--- src/rtl/mbist_pkg.sv ---
// Shared types and March C- tables for the MBIST controller and its compare pipe.
package mbist_pkg;

    typedef enum logic [2:0] {
        ST_IDLE,
        ST_PREP,
        ST_RUN,
        ST_DRAIN,
        ST_DONE
    } state_e;

    localparam logic [2:0] E0 = 3'd0;
    localparam logic [2:0] E1 = 3'd1;
    localparam logic [2:0] E2 = 3'd2;
    localparam logic [2:0] E3 = 3'd3;
    localparam logic [2:0] E4 = 3'd4;
    localparam logic [2:0] E5 = 3'd5;

    typedef enum logic [1:0] {
        OP_R0 = 2'b00,
        OP_R1 = 2'b01,
        OP_W0 = 2'b10,
        OP_W1 = 2'b11
    } op_e;

    localparam logic [63:0] BG0_PATTERN = 64'h0000_0000_0000_0000;
    localparam logic [63:0] BG1_PATTERN = 64'h5555_5555_5555_5555;

    // Operation idx (0/1) of a March C- element.
    function automatic op_e elem_op(input logic [2:0] elem, input logic idx);
        op_e op;
        case (elem)
            E0:      op = OP_W0;
            E1, E3:  op = idx ? OP_W1 : OP_R0;
            E2, E4:  op = idx ? OP_W0 : OP_R1;
            default: op = OP_R0;
        endcase
        return op;
    endfunction

    function automatic logic elem_last_idx(input logic [2:0] elem);
        return !(elem == E0 || elem == E5);
    endfunction

    function automatic logic elem_down(input logic [2:0] elem);
        return (elem == E3 || elem == E4);
    endfunction

    function automatic logic op_is_write(input op_e op);
        return (op == OP_W0 || op == OP_W1);
    endfunction

    function automatic logic op_is_inv(input op_e op);
        return (op == OP_R1 || op == OP_W1);
    endfunction

endpackage

--- src/rtl/mbist_cmp_pipe.sv ---
// Expected-data pipe aligned to the memory read latency, with mismatch
// counting and first-fail capture.
module mbist_cmp_pipe
    import mbist_pkg::*;
#(
    parameter int unsigned DATA_WIDTH = 8,
    parameter int unsigned ADDR_WIDTH = 4,
    parameter int unsigned CNT_WIDTH  = 8
) (
    input  logic                  clk,
    input  logic                  rst,
    input  logic                  clr_i,
    input  logic                  push_i,
    input  logic [DATA_WIDTH-1:0] exp_i,
    input  logic [ADDR_WIDTH-1:0] addr_i,
    input  logic                  bg_i,
    input  logic [2:0]            elem_i,
    input  logic [DATA_WIDTH-1:0] rdata_i,
    output logic [CNT_WIDTH-1:0]  fail_count_o,
    output logic [ADDR_WIDTH-1:0] ff_addr_o,
    output logic [3:0]            ff_elem_o,
    output logic [DATA_WIDTH-1:0] ff_data_o
);
    localparam int unsigned DEPTH = 3;

    logic [DEPTH-1:0]      vld_q;
    logic [DATA_WIDTH-1:0] exp_q  [DEPTH];
    logic [ADDR_WIDTH-1:0] addr_q [DEPTH];
    logic [3:0]            tag_q  [DEPTH];

    logic [CNT_WIDTH-1:0]  cnt_q;
    logic                  have_fail_q;
    logic [ADDR_WIDTH-1:0] ff_addr_q;
    logic [3:0]            ff_elem_q;
    logic [DATA_WIDTH-1:0] ff_data_q;
    logic                  mismatch_c;

    assign mismatch_c = vld_q[DEPTH-1] && (rdata_i != exp_q[DEPTH-1]);

    always_ff @(posedge clk) begin
        if (rst) begin
            vld_q       <= '0;
            for (int i = 0; i < DEPTH; i++) begin
                exp_q[i]  <= '0;
                addr_q[i] <= '0;
                tag_q[i]  <= '0;
            end
            cnt_q       <= '0;
            have_fail_q <= 1'b0;
            ff_addr_q   <= '0;
            ff_elem_q   <= '0;
            ff_data_q   <= '0;
        end else begin
            vld_q     <= {vld_q[DEPTH-2:0], push_i};
            exp_q[0]  <= exp_i;
            addr_q[0] <= addr_i;
            tag_q[0]  <= {bg_i, elem_i};
            for (int i = 1; i < DEPTH; i++) begin
                exp_q[i]  <= exp_q[i-1];
                addr_q[i] <= addr_q[i-1];
                tag_q[i]  <= tag_q[i-1];
            end
            if (clr_i) begin
                cnt_q       <= '0;
                have_fail_q <= 1'b0;
                ff_addr_q   <= '0;
                ff_elem_q   <= '0;
                ff_data_q   <= '0;
            end else if (mismatch_c) begin
                if (cnt_q != '1) cnt_q <= cnt_q + CNT_WIDTH'(1);
                if (!have_fail_q) begin
                    have_fail_q <= 1'b1;
                    ff_addr_q   <= addr_q[DEPTH-1];
                    ff_elem_q   <= tag_q[DEPTH-1];
                    ff_data_q   <= rdata_i;
                end
            end
        end
    end

    assign fail_count_o = cnt_q;
    assign ff_addr_o    = ff_addr_q;
    assign ff_elem_o    = ff_elem_q;
    assign ff_data_o    = ff_data_q;

endmodule

--- src/rtl/mbist_march_ctrl.sv ---
// March C- MBIST controller: walks six elements under two data backgrounds and
// drives a single-port memory whose write data must lead its command by one cycle.
module mbist_march_ctrl
    import mbist_pkg::*;
#(
    parameter int unsigned DATA_WIDTH = 8,
    parameter int unsigned ADDR_WIDTH = 4,
    parameter int unsigned CAPACITY   = 15,
    parameter int unsigned CNT_WIDTH  = 8
) (
    input  logic                  clk,
    input  logic                  rst,
    input  logic                  start,
    output logic                  busy,
    output logic                  done,
    output logic                  pass,
    output logic [CNT_WIDTH-1:0]  fail_count,
    output logic [ADDR_WIDTH-1:0] first_fail_addr,
    output logic [3:0]            first_fail_elem,
    output logic [DATA_WIDTH-1:0] first_fail_data,
    output logic                  write_read,
    output logic [ADDR_WIDTH-1:0] address,
    output logic [DATA_WIDTH-1:0] wdata,
    input  logic [DATA_WIDTH-1:0] rdata
);
    localparam logic [ADDR_WIDTH-1:0] ADDR_TOP = ADDR_WIDTH'(CAPACITY);
    localparam int unsigned DRAIN_W      = 2;
    localparam int unsigned DRAIN_CYCLES = 3;

    state_e                state_q;
    logic                  busy_q, done_q, pass_q, wr_q, last_q;
    logic [ADDR_WIDTH-1:0] addr_out_q;
    logic [DATA_WIDTH-1:0] wdata_q;
    logic [DRAIN_W-1:0]    drain_q;

    // Cursor: the op that will be driven at the next active edge.
    logic                  bg_q, bg_d;
    logic [2:0]            elem_q, elem_d;
    logic                  opi_q, opi_d;
    logic [ADDR_WIDTH-1:0] addr_q, addr_d;

    op_e  cur_op_c, nxt_op_c;
    logic cur_last_c, drive_c, push_c, clr_c;

    function automatic logic [DATA_WIDTH-1:0] op_data(input logic bg, input op_e op);
        logic [DATA_WIDTH-1:0] pat;
        pat = bg ? DATA_WIDTH'(BG1_PATTERN) : DATA_WIDTH'(BG0_PATTERN);
        return op_is_inv(op) ? ~pat : pat;
    endfunction

    // Advance the cursor: op within element, then address, then element/background.
    always_comb begin
        bg_d       = bg_q;
        elem_d     = elem_q;
        opi_d      = 1'b0;
        addr_d     = addr_q;
        cur_last_c = 1'b0;
        cur_op_c   = elem_op(elem_q, opi_q);
        if (opi_q != elem_last_idx(elem_q)) begin
            opi_d = 1'b1;
        end else if (addr_q != (elem_down(elem_q) ? '0 : ADDR_TOP)) begin
            addr_d = elem_down(elem_q) ? addr_q - ADDR_WIDTH'(1) : addr_q + ADDR_WIDTH'(1);
        end else begin
            if (elem_q == E5) begin
                elem_d     = E0;
                bg_d       = ~bg_q;
                cur_last_c = bg_q;
            end else begin
                elem_d = elem_q + 3'd1;
            end
            addr_d = elem_down(elem_d) ? ADDR_TOP : '0;
        end
        nxt_op_c = elem_op(elem_d, opi_d);
    end

    assign drive_c = (state_q == ST_PREP || state_q == ST_RUN) && !last_q;
    assign push_c  = drive_c && !op_is_write(cur_op_c);
    assign clr_c   = (state_q == ST_IDLE) && start;

    always_ff @(posedge clk) begin
        if (rst) begin
            state_q    <= ST_IDLE;
            busy_q     <= 1'b0;
            done_q     <= 1'b0;
            pass_q     <= 1'b0;
            wr_q       <= 1'b0;
            last_q     <= 1'b0;
            addr_out_q <= '0;
            wdata_q    <= '0;
            drain_q    <= '0;
            bg_q       <= 1'b0;
            elem_q     <= E0;
            opi_q      <= 1'b0;
            addr_q     <= '0;
        end else begin
            done_q <= 1'b0;
            case (state_q)
                ST_IDLE: begin
                    if (start) begin
                        state_q <= ST_PREP;
                        busy_q  <= 1'b1;
                        pass_q  <= 1'b0;
                        if (op_is_write(cur_op_c)) wdata_q <= op_data(bg_q, cur_op_c);
                    end
                end
                ST_PREP, ST_RUN: begin
                    if (last_q) begin
                        state_q    <= ST_DRAIN;
                        last_q     <= 1'b0;
                        wr_q       <= 1'b0;
                        addr_out_q <= '0;
                        drain_q    <= '0;
                    end else begin
                        state_q    <= ST_RUN;
                        wr_q       <= op_is_write(cur_op_c);
                        addr_out_q <= addr_q;
                        last_q     <= cur_last_c;
                        bg_q       <= bg_d;
                        elem_q     <= elem_d;
                        opi_q      <= opi_d;
                        addr_q     <= addr_d;
                        // After the final op the cursor wraps to op 0, whose data must not leak out.
                        if (!cur_last_c && op_is_write(nxt_op_c)) wdata_q <= op_data(bg_d, nxt_op_c);
                    end
                end
                ST_DRAIN: begin
                    drain_q <= drain_q + DRAIN_W'(1);
                    if (drain_q == DRAIN_W'(DRAIN_CYCLES - 1)) begin
                        state_q <= ST_DONE;
                        busy_q  <= 1'b0;
                        done_q  <= 1'b1;
                        pass_q  <= (fail_count == '0);
                    end
                end
                ST_DONE: state_q <= ST_IDLE;
                default: state_q <= ST_IDLE;
            endcase
        end
    end

    mbist_cmp_pipe #(
        .DATA_WIDTH(DATA_WIDTH),
        .ADDR_WIDTH(ADDR_WIDTH),
        .CNT_WIDTH (CNT_WIDTH)
    ) u_cmp (
        .clk         (clk),
        .rst         (rst),
        .clr_i       (clr_c),
        .push_i      (push_c),
        .exp_i       (op_data(bg_q, cur_op_c)),
        .addr_i      (addr_q),
        .bg_i        (bg_q),
        .elem_i      (elem_q),
        .rdata_i     (rdata),
        .fail_count_o(fail_count),
        .ff_addr_o   (first_fail_addr),
        .ff_elem_o   (first_fail_elem),
        .ff_data_o   (first_fail_data)
    );

    assign busy       = busy_q;
    assign done       = done_q;
    assign pass       = pass_q;
    assign write_read = wr_q;
    assign address    = addr_out_q;
    assign wdata      = wdata_q;

endmodule
--- config.mk ---
export PLATFORM = sky130hd
export DESIGN_NAME = mbist_march_ctrl
export DESIGN_NICKNAME = d
export VERILOG_FILES = /design/src/rtl/mbist_pkg.sv /design/src/rtl/mbist_cmp_pipe.sv /design/src/rtl/mbist_march_ctrl.sv
export SDC_FILE = /design/constraint.sdc
export NUM_CORES = 1
export LEC_CHECK = 0
export CAP_MARGIN = 20
export CORE_ASPECT_RATIO = 1.1
export CORE_UTILIZATION = 45
export DETAILED_ROUTE_END_ITERATION = 8
export DONT_BUFFER_PORTS = 1
export HOLD_SLACK_MARGIN = 0.08
export PLACE_DENSITY = 0.71
export RECOVER_POWER = 50
export SYNTH_ARGS = -nofsm -noshare
export SYNTH_HDL_FRONTEND = slang
export SYNTH_HIERARCHICAL = 1
export SYNTH_SLANG_ARGS = --single-unit
export TNS_END_PERCENT = 50
--- constraint.sdc ---
create_clock -name clk -period 3.89 [get_ports clk]
set_input_delay 1.167 -clock clk [delete_from_list [all_inputs] [get_ports clk]]
set_output_delay 1.167 -clock clk [all_outputs]
set_load 0.05 [all_outputs]
# --- Word level (Yosys, flattened, before mapping) ---
# Memory sizes are Yosys's and may differ from the RTL's. A register that Yosys moved wholly into a read port is not among the register bits.
# Index checks and enable logic that the tools add are counted.
word_totals:
  register_bits: 51
  mem_bits_rw: 48
  out_inout_bits: 40
  n_memories: 3
classes:
  n_addsub: 5
  eq_ne: 31
  mux: 59
  bitwise_logic: 16
  n_reduce_logical: 39
memory_table:
  columns: ["memory", "depth", "width", "read_ports", "rd_ports_with_merged_regs", "wr", "line_no", "rtl"]
  rows:
  - ["u_cmp.exp_q", 3, 8, 3, 0, 3, "mbist_cmp_pipe.sv:27", "logic [DATA_WIDTH-1:0] exp_q [DEPTH];"]
  - ["u_cmp.addr_q", 3, 4, 3, 1, 3, "mbist_cmp_pipe.sv:28", "logic [ADDR_WIDTH-1:0] addr_q [DEPTH];"]
  - ["u_cmp.tag_q", 3, 4, 3, 1, 3, "mbist_cmp_pipe.sv:29", "logic [3:0] tag_q [DEPTH];"]
op_table:
  columns: ["operator", "count"]
  rows:
  - ["$mux 8", 9]
  - ["$mux 4", 11]
  - ["$eq 3x2->1 const B", 7]
  - ["$mux 3", 7]
  - ["$mux 1", 18]
  - ["$not 7->8", 2]
  - ["$pmux 8 s2", 1]
  - ["$mux 7", 2]
  - ["$reduce_or 2->1", 7]
  - ["$eq 3x3->1 const B", 4]
  - ["$ne 2x2->1 const B", 6]
  - ["$pmux 2 s3", 2]
  - ["$eq 2x2->1 const B", 5]
  - ["$mux 2", 5]
  - ["$reduce_and 2->1", 5]
  - ["$eq 3x1->1 const B", 3]
  - ["$logic_not 3->1", 3]
  - ["$or 1x1->1", 9]
  - ["$pmux 3 s3", 1]
  - ["$add 8x1->8 const B", 1]
  - ["$logic_not 8->1", 1]
  - ["$logic_or 1x1->1", 8]
  - ["$ne 8x8->1", 1]
  - ["$ne 8x8->1 const B", 1]
  - ["15 further kinds", 31]

# --- Depth between registers and ports, before layout ---
# Gate-level depths: netlist (run 1).
depth:
  depth_word: 17
  depth_mapped: 12

# --- Hierarchy ---
# The synthesis (run 1) kept the hierarchy.
by_module_without_submodules:
  columns: ["module", "n_inst", "cells_each", "area_each_um2", "seq_area_each_um2"]
  rows:
  - ["mbist_cmp_pipe", 1, 236, 2509.9, 1521.5]
  - ["mbist_march_ctrl", 1, 231, 1836.8, 500.5]

# --- Worst setup path before layout (run 1) ---
# Ideal clock, no wire load.
synth_timing:
  kind: "register to register"
  start: "reg elem_q[1]"
  end: "reg wdata_q[6], in the netlist wdata[6]"
  t_arrival_ps: 2897
  required_time_ps: 3748
  path_slack_ps: 851
  path_stages_with_launch: 13
  n_path_buf: 1
  synth_period_minus_slack_ps: 3039
  path_cell_list: "dfxtp_1 clkbuf_2 and3b_1 nor2_1 inv_1 ha_1 and4_2 or4_1 a41o_1 a211o_1 a21o_1 a21oi_2 o32ai_2"
synth_between:
  elab_chain_len: 15
  word_cells_on_any_way: 62
synth_rtl:
  columns: ["item", "line_no", "rtl"]
  rows:
  - ["start, declared", "mbist_march_ctrl.sv:38", "logic [2:0] elem_q, elem_d;"]
  - ["start signal, assigned", "mbist_march_ctrl.sv:119", "elem_q <= elem_d;"]
  - ["$add 3x1->3, or another cell as far along", "mbist_march_ctrl.sv:69", "elem_d = elem_q + 3'd1;"]
  - ["$mux 3 or $logic_or 1x1->1 (tied branches)", "mbist_march_ctrl.sv:64, mbist_pkg.sv:46", null]
  - ["$mux 3 or $mux 4 (tied branches)", "mbist_march_ctrl.sv:61", "end else if (addr_q != (elem_down(elem_q) ? '0 : ADDR_TOP)) begin"]
  - ["$mux 3 or $ne 4x4->1 (tied branches)", "mbist_march_ctrl.sv:59, mbist_march_ctrl.sv:61", null]
  - ["$mux 3", "mbist_march_ctrl.sv:61", null]
  - ["$mux 3", "mbist_march_ctrl.sv:59", "if (opi_q != elem_last_idx(elem_q)) begin"]
  - ["$eq 3x2->1, or another cell as far along", "mbist_pkg.sv:32", "case (elem)"]
  - ["$reduce_or 2->1", "mbist_pkg.sv:32", null]
  - ["$pmux 2 s3", "mbist_pkg.sv:32", null]
  - ["$eq 2x1->1 or $eq 2x2->1 (tied branches)", "mbist_pkg.sv:54, mbist_pkg.sv:50", null]
  - ["$logic_or 1x1->1", "mbist_pkg.sv:54", "return (op == OP_R1 || op == OP_W1);"]
  - ["$mux 8", "mbist_march_ctrl.sv:48", "return op_is_inv(op) ? ~pat : pat;"]
  - ["$mux 8", "mbist_march_ctrl.sv:123", "if (!cur_last_c && op_is_write(nxt_op_c)) wdata_q <= op_data(bg_d, nxt_op_c);"]
  - ["$mux 8", "mbist_march_ctrl.sv:107", "if (last_q) begin"]
  - ["$pmux 8 s2", "mbist_march_ctrl.sv:97", "case (state_q)"]
  - ["end signal, assigned", "mbist_march_ctrl.sv:103", "if (op_is_write(cur_op_c)) wdata_q <= op_data(bg_q, cur_op_c);"]
  - ["end signal, assigned", "mbist_march_ctrl.sv:123", null]
  - ["end, declared", "mbist_march_ctrl.sv:33", "logic [DATA_WIDTH-1:0] wdata_q;"]
# Parallel ways exist; a longest one is shown, timed or not. The select of a mux whose other input is x is not followed.
# A chain may end at the register's enable or synchronous reset.

# --- Worst setup path after layout (run 1) ---
layout_timing:
  start: "reg elem_q[2]"
  end: "reg wdata_q[6], in the netlist wdata[6]"
# The elaborated chain is that of the path after synthesis.

==> results of run 1 <==
## layout by cell type (no fill, tap or decap), drive strengths merged, types with 6 or more instances in the layout
master  instances
a211oi          8
a21oi          17
a31oi           8
a41o            6
clkbuf         16
dfxtp         101
ha              6
inv            12
mux2i          13
nand2          28
nand3          14
nor2           59
nor2b          53
o21ai          14
xnor2           7
xor2           10
## area by class of cell
cell class                      count  area, µm²
Fill cell                         891       4890
Clock inverter                      3      28.78
Timing Repair Buffer                7      41.29
Sequential cell                   101       2024
Inverter                           11      41.29
Clock buffer                       13      158.9
Tap cell                          117      146.4
Multi-Input combinational cell    320       2021
## power by group through the flow
stage	logic, mW	registers, mW	clock network, mW
after global placement	0.435	1.36	0
after global routing	0.496	1.35	0.686
final	0.440	1.33	0.621
after detailed placement	0.446	1.36	0
after floorplan	0.499	1.25	0
after CTS	0.448	1.34	0.646
## flip-flops by register name (all words and copies together) (netlist names)
register            cells
elem_q                  3
bg_q                    1
opi_q                   1
u_cmp/tag_q            12
u_cmp/fail_count_o      8
pass                    1
wdata                   2
addr_q                  4
u_cmp/exp_q            24
last_q                  1
u_cmp/ff_addr_o         4
busy                    1
done                    1
write_read              1
drain_q                 2
state_q                 3
u_cmp/ff_elem_o         4
u_cmp/ff_data_o         8
address                 4
u_cmp/vld_q             3
u_cmp/have_fail_q       1
u_cmp/addr_q           12
## cell families (layout without fill, tap and decap cells)
family / after synthesis / after routing / share of synthesized area (%)
adder cells (fa/ha/maj): 7 / 7 / 2.188
AND/OR/NAND/NOR: 200 / 200 / 24.87
AO/OA/AOI/OAI: 83 / 83 / 13.50
XOR/XNOR: 17 / 17 / 3.425
buffers and inverters: 46 / 34 / 6.505
multiplexers: 13 / 13 / 2.994
flip-flops: 101 / 101 / 46.52
## per-layer routing
| layer | up-vias | global-route usage [%] | part of all wire [%] |
|---|---|---|---|
| met3 | 13 | 4.658 | 5.2 |
| met2 | 76 | 26.79 | 48 |
| met4 | 0 | 6.183 | 2.0 |
| met1 | 1436 | 19.61 | 45 |
| met5 | - | 0 | 0 |
| li1 | 1563 | - | - |
## worst max path at each step
stage	start	end	slack [ns]	cells after the start
6_report	elem_q[2]$_SDFFE_PP0P_	wdata[6]$_SDFFE_PP0P_	0.53	11
5_1_grt	elem_q[2]$_SDFFE_PP0P_	wdata[6]$_SDFFE_PP0P_	0.34	11
4_1_cts	elem_q[2]$_SDFFE_PP0P_	wdata[6]$_SDFFE_PP0P_	0.54	11
3_5_place_dp	elem_q[2]$_SDFFE_PP0P_	wdata[6]$_SDFFE_PP0P_	0.56	11
3_3_place_gp	elem_q[2]$_SDFFE_PP0P_	wdata[6]$_SDFFE_PP0P_	0.63	11
2_1_floorplan	elem_q[1]$_SDFFE_PP0P_	wdata[6]$_SDFFE_PP0P_	0.85	12
## through the flow
step	setup WS [ns]	area [µm²]
floorplan	0.8512	4347
global placement	0.6345	4299
detailed placement	0.5631	4299
CTS	0.5417	4487
global route	0.3350	4462
finish	0.5335	4462
==> impl_metrics.py, run 1 <==
metrics = {
    "run_status": {
        "status": "complete, but fails checks",
        "violations": "capacitance limit, slew limit",
    },
    "placed_design": {
        "io_buffers": 0,
        "place_inst": 555,
        "gp_congestion": 0.8601,
        "hpwlAfterDp_um": 5388,
    },
    "drt": {
        "dr_total_vias": 3088,
        "via_per_inst": 5.399,
        "drc": 0,
        "wl_per_cell_um": 13.69,
        "drt-total-wl_um": 7832,
        "drtAntennaViolNets": 0,
        "drt_first_pass_iters": 4,
        "drtIter0Drc": 166,
    },
    "critical_path": {
        "start_kind": "flip-flop",
        "cpPeakStageDelay_ns": 0.54,
        "required_ns": 4.14,
        "reg2reg_slack_ns": 0.53,
        "critPathTopFamily": "simple AND/OR/NAND/NOR gates",
        "rr_worst_depth": 11,
        "worstReg2RegEnd": "wdata[6]$_SDFFE_PP0P_",
        "cp_max_fo": 12,
        "arrival_ns": 3.61,
        "worst-setup-path-type": "flip-flop to flip-flop",
        "cp-end-kind": "flip-flop",
        "crit_buf_inv": 1,
        "crit_chain": "and3b_1 > nor2_1 > inv_1 > ha_1 > and4_2 > or4_1 > a41o_1 > a211o_1 > a21o_1 > a21oi_2 > o32ai_2",
        "crit_slowest_cell": "dfxtp_1",
        "r2r-start": "elem_q[2]$_SDFFE_PP0P_",
    },
    "timing": {
        "finClkSkew_ns": 0.009331,
        "hold_viol": 0,
        "tightest_slew_ns": 1.757,
        "max_freq_mhz": 297.9,
        "min_period_ns": 3.356,
        "hold_ws_ns": 0.4360,
        "timing.final.crit_share_pct": 86.28,
        "fin_tns_setup_ns": 0,
        "setup_viol": 0,
        "maxSlewViolCount": 17,
        "maxSlewHeadroom_pct": -18.17,
        "rsz0062_at_grt": "false",
    },
    "worst_hold_path": {
        "hold_start": "u_cmp/exp_q[0][14]$_SDFF_PP0_",
        "hold_depth": 1,
        "hold_class": "flip-flop to flip-flop",
        "hold_end": "u_cmp/exp_q[0][22]$_SDFF_PP0_",
    },
    "finish": {
        "finish.utilization_pct": 47.71,
        "layout-drive-gt1-share_pct": 7.253,
        "syn_to_final_growth_pct": 2.648,
        "antenna_cells": 0,
        "layout.nets": 468,
        "fin_cells": 572,
    },
    "pwr": {
        "irDropWorstVdd_mv": 0.1843,
        "clkPwrFrac_pct": 25.9,
        "switching_share_pct": 33.87,
        "power_density_nw_per_um2": 536.8,
        "power_frac_seq_pct": 55.7,
        "intPower_mw": 1.584,
        "leakage_nw": 1.700,
        "comb_power_share_pct": 18.4,
        "switchingPower_uw": 811.3,
        "power_mw": 2.395,
    },
    "synthesis": {
        "synth.avg_cell_area_um2": 9.308,
        "synth_cell_type_count": 66,
        "synth_area_um2": 4347,
        "yosys_most_used_dff": "dfxtp_1",
        "synth.most_common_cell": "dfxtp_1",
        "ys_seq_area_share_pct": 46.52,
        "syn_nets": 485,
        "ys_seq_elements": 101,
        "synth_warnings": 6,
        "synth_top_area_share_pct": 46.52,
        "synth-async-reset-ratio_pct": 0,
        "synth_enable_flop_cells": 0,
        "synth_area_leader_cell": "dfxtp_1",
        "synthCells": 467,
        "synthTopCellsByCount": "101 x dfxtp_1, 58 x nor2_1, 53 x nor2b_1",
        "synthTopCellsByArea": "dfxtp_1 47%, nor2b_1 7.6%, nor2_1 5.0%",
    },
    "global_routing": {
        "grt_pass1_wl_um": 12610,
        "grt_max_degree": 80,
        "grt_overflow_total": 0,
        "grt_use_total_pct": 16.21,
        "antenna_found_initial": 0,
        "grt_pass1_vias": 2760,
    },
    "floorplanning": {
        "pin_count": 51,
        "start_util_pct": 46.48,
        "die_area_um2": 10060,
        "placementRows": 37,
        "core_area_um2": 9351,
        "die_x_um": 95.71,
        "die_y_um": 105.1,
    },
    "cts": {
        "clkTransAtPathRegs_ns": 0.09,
        "cts_root_buf": "clkbuf_8",
        "cts_tree": "done",
        "postCtsHoldBufs": 0,
        "postCtsSetupBuffers": 0,
        "clkLatencyLatePin_ns": 0.36,
        "htreeDepth": 3,
        "cts_resized": 0,
        "cts_buffers": 9,
        "cts.sinks": 101,
        "clock_path_buffers": 2,
    },
    "job": {
        "max-cap-violations": 1,
    },
}
Note: power is estimated with default switching activity, not from simulation.
==> inputs of run 2 (changes only) <==
- CAP_MARGIN: 20 -> 30
- PLACE_DENSITY: 0.71 -> 0.62
==> run 2 against run 1 <==
Effect of this change:
- the flow still finishes with violations (capacitance limit, slew limit)
- final cell count down 0.17%
- first-iteration DRC count is 6.6% higher
- flip-flop and latch count unchanged
- worst setup slack worse by 0.044 ns
- sequential power shrank 3%
- non-clock buffer count is 1 lower
- critical path depth unchanged
- global-route usage decreased by 0.13 points
- die area did not move
- register-to-register slack worse by 0.04 ns
- core utilization rose by 0.43 points
- combinational power is 11% higher
- largest power group unchanged
- highest routed layer unchanged
==> impl_metrics.py, run 2 (same netlist as run 1, synthesis figures left out) <==
metrics = {
    "timing": {
        "fin_tns_setup_ns": 0,
        "finClkSkew_ns": 0.009834,
        "min_period_ns": 3.400,
        "hold_viol": 0,
        "timing.final.crit_share_pct": 87.41,
        "setup_viol": 0,
        "rsz0062_at_grt": "false",
        "max_freq_mhz": 294.1,
        "hold_ws_ns": 0.4386,
        "maxSlewViolCount": 17,
        "tightest_slew_ns": 1.730,
        "maxSlewHeadroom_pct": -16.34,
    },
    "floorplanning": {
        "die_y_um": 105.1,
        "die_area_um2": 10060,
        "placementRows": 37,
        "die_x_um": 95.71,
        "pin_count": 51,
        "start_util_pct": 46.48,
        "core_area_um2": 9351,
    },
    "placed_design": {
        "place_inst": 553,
        "io_buffers": 0,
        "hpwlAfterDp_um": 5219,
        "gp_congestion": 0.8265,
    },
    "run_status": {
        "violations": "capacitance limit, slew limit",
        "status": "complete, but fails checks",
    },
    "pwr": {
        "leakage_nw": 1.719,
        "power_density_nw_per_um2": 550.5,
        "irDropWorstVdd_mv": 0.3146,
    },
    "global_routing": {
        "grt_overflow_total": 0,
        "use_met1_pct": 20.04,
        "grtUsageMet2_pct": 25.56,
        "grt_use_total_pct": 16.09,
        "grt_pass1_wl_um": 12620,
        "grt_pass1_vias": 2764,
        "top_usage_layer": "met2",
        "grt_max_degree": 80,
        "antenna_found_initial": 0,
        "grt_use_met3_pct": 4.148,
    },
    "finish": {
        "antenna_cells": 0,
        "syn_to_final_growth_pct": 3.569,
        "largest_reg_flops": 24,
        "final_common_cell": "dfxtp_1",
        "layout.nets": 467,
        "finish.utilization_pct": 48.14,
        "fin_cells": 571,
        "final_cell_mix": "98 x dfxtp_1, 58 x nor2_1, 53 x nor2b_1",
        "top_regs": "u_cmp/exp_q: 24 flops, u_cmp/addr_q: 12 flops, u_cmp/tag_q: 12 flops",
        "fillers": 912,
        "largest_register": "u_cmp/exp_q",
        "layout-drive-gt1-share_pct": 7.930,
    },
    "critical_path": {
        "crit_chain": "and3b_1 > nor2_1 > inv_1 > ha_1 > nand4_1 > nor3_2 > o22ai_1 > a211o_1 > a21o_1 > a21oi_2 > o32ai_2",
        "required_ns": 4.12,
        "cp_max_fo": 21,
        "cpPeakStageDelay_ns": 0.56,
        "start_kind": "flip-flop",
        "crit_slowest_cell": "dfxtp_2",
        "worst-setup-path-type": "flip-flop to flip-flop",
        "arrival_ns": 3.63,
        "cp-end-kind": "flip-flop",
    },
    "cts": {
        "cts_tree": "done",
        "cts_root_buf": "clkbuf_8",
        "clkLatencyLatePin_ns": 0.36,
        "clock_path_buffers": 2,
        "cts.sinks": 101,
        "clkTransAtPathRegs_ns": 0.10,
        "cts_buffers": 9,
        "htreeDepth": 3,
        "postCtsHoldBufs": 0,
    },
    "drt": {
        "drt-total-wl_um": 7679,
        "drtAntennaViolNets": 0,
        "drt_first_pass_iters": 4,
        "drtIter0Drc": 177,
        "wl_per_cell_um": 13.45,
        "drc": 0,
        "via_per_inst": 5.207,
        "dr_total_vias": 2973,
    },
    "worst_hold_path": {
        "hold_class": "flip-flop to flip-flop",
    },
    "job": {
        "max-cap-violations": 1,
    },
}
==> run 2: metal layers <==
| metal | vias to the layer above | wire [µm] |
|---|---|---|
| met4 | 0 | 165 |
| met5 | - | 0 |
| met3 | 13 | 357 |
| li1 | 1556 | - |
| met2 | 76 | 3593 |
| met1 | 1328 | 3562 |
==> run 2: worst paths after layout <==
check                                                    from                       endpoint  slack, ns  depth (start not counted)
worst max-delay path                   elem_q[2]$_SDFFE_PP0P_          wdata[6]$_SDFFE_PP0P_       0.49                         11
worst min-delay path            u_cmp/exp_q[0][13]$_SDFF_PP0_  u_cmp/exp_q[0][21]$_SDFF_PP0_       0.44                          1
worst max register to register         elem_q[2]$_SDFFE_PP0P_          wdata[6]$_SDFFE_PP0P_       0.49                         11
worst min register to register  u_cmp/exp_q[0][13]$_SDFF_PP0_  u_cmp/exp_q[0][21]$_SDFF_PP0_       0.44                          1
==> run 2: layout make-up <==
class	count	area, µm²	area share (%)
timing repair buffer	6	53.80	1.195
sequential	101	2026	45.00
clock buffer	9	123.9	2.752
tap	117	146.4	3.252
inverter	11	41.29	0.9172
clock inverter	7	87.58	1.946
multi-input combinational	320	2023	44.94
==> run 2: power breakdown <==
part | internal [mW] | total [mW] | switching [mW]
logic | 0.194 | 0.487 | 0.292
clock network | 0.315 | 0.704 | 0.389
registers | 1.12 | 1.29 | 0.167
==> run 2: through the flow <==
stage / setup slack [ns] / cell area [µm²] / power (mW)
global route: 0.2186 / 4502 / 2.606
detailed placement: 0.2683 / 4288 / 1.792
finish: 0.4896 / 4502 / 2.478
CTS: 0.2536 / 4499 / 2.497
global placement: 0.4167 / 4277 / 1.787
floorplan: 0.8512 / 4347 / 1.750
==> run 2: worst max-delay path, delay by kind of cell, from the launching register on <==
| kind | cells | cell delay (ns) |
|---|---|---|
| and+or+nand+nor | 4 | 1.20 |
| buffers and inverters | 1 | 0.11 |
| adders and majority gates | 1 | 0.39 |
| AOI/OAI and AO/OA | 5 | 1.00 |
| DFF | 1 | 0.56 |
==> run 2: repair_timing <==
action	4_1_cts	5_1_grt
endpoints found under the setup margin	0	2
gates resized for setup	0	1
setup buffers	0	0
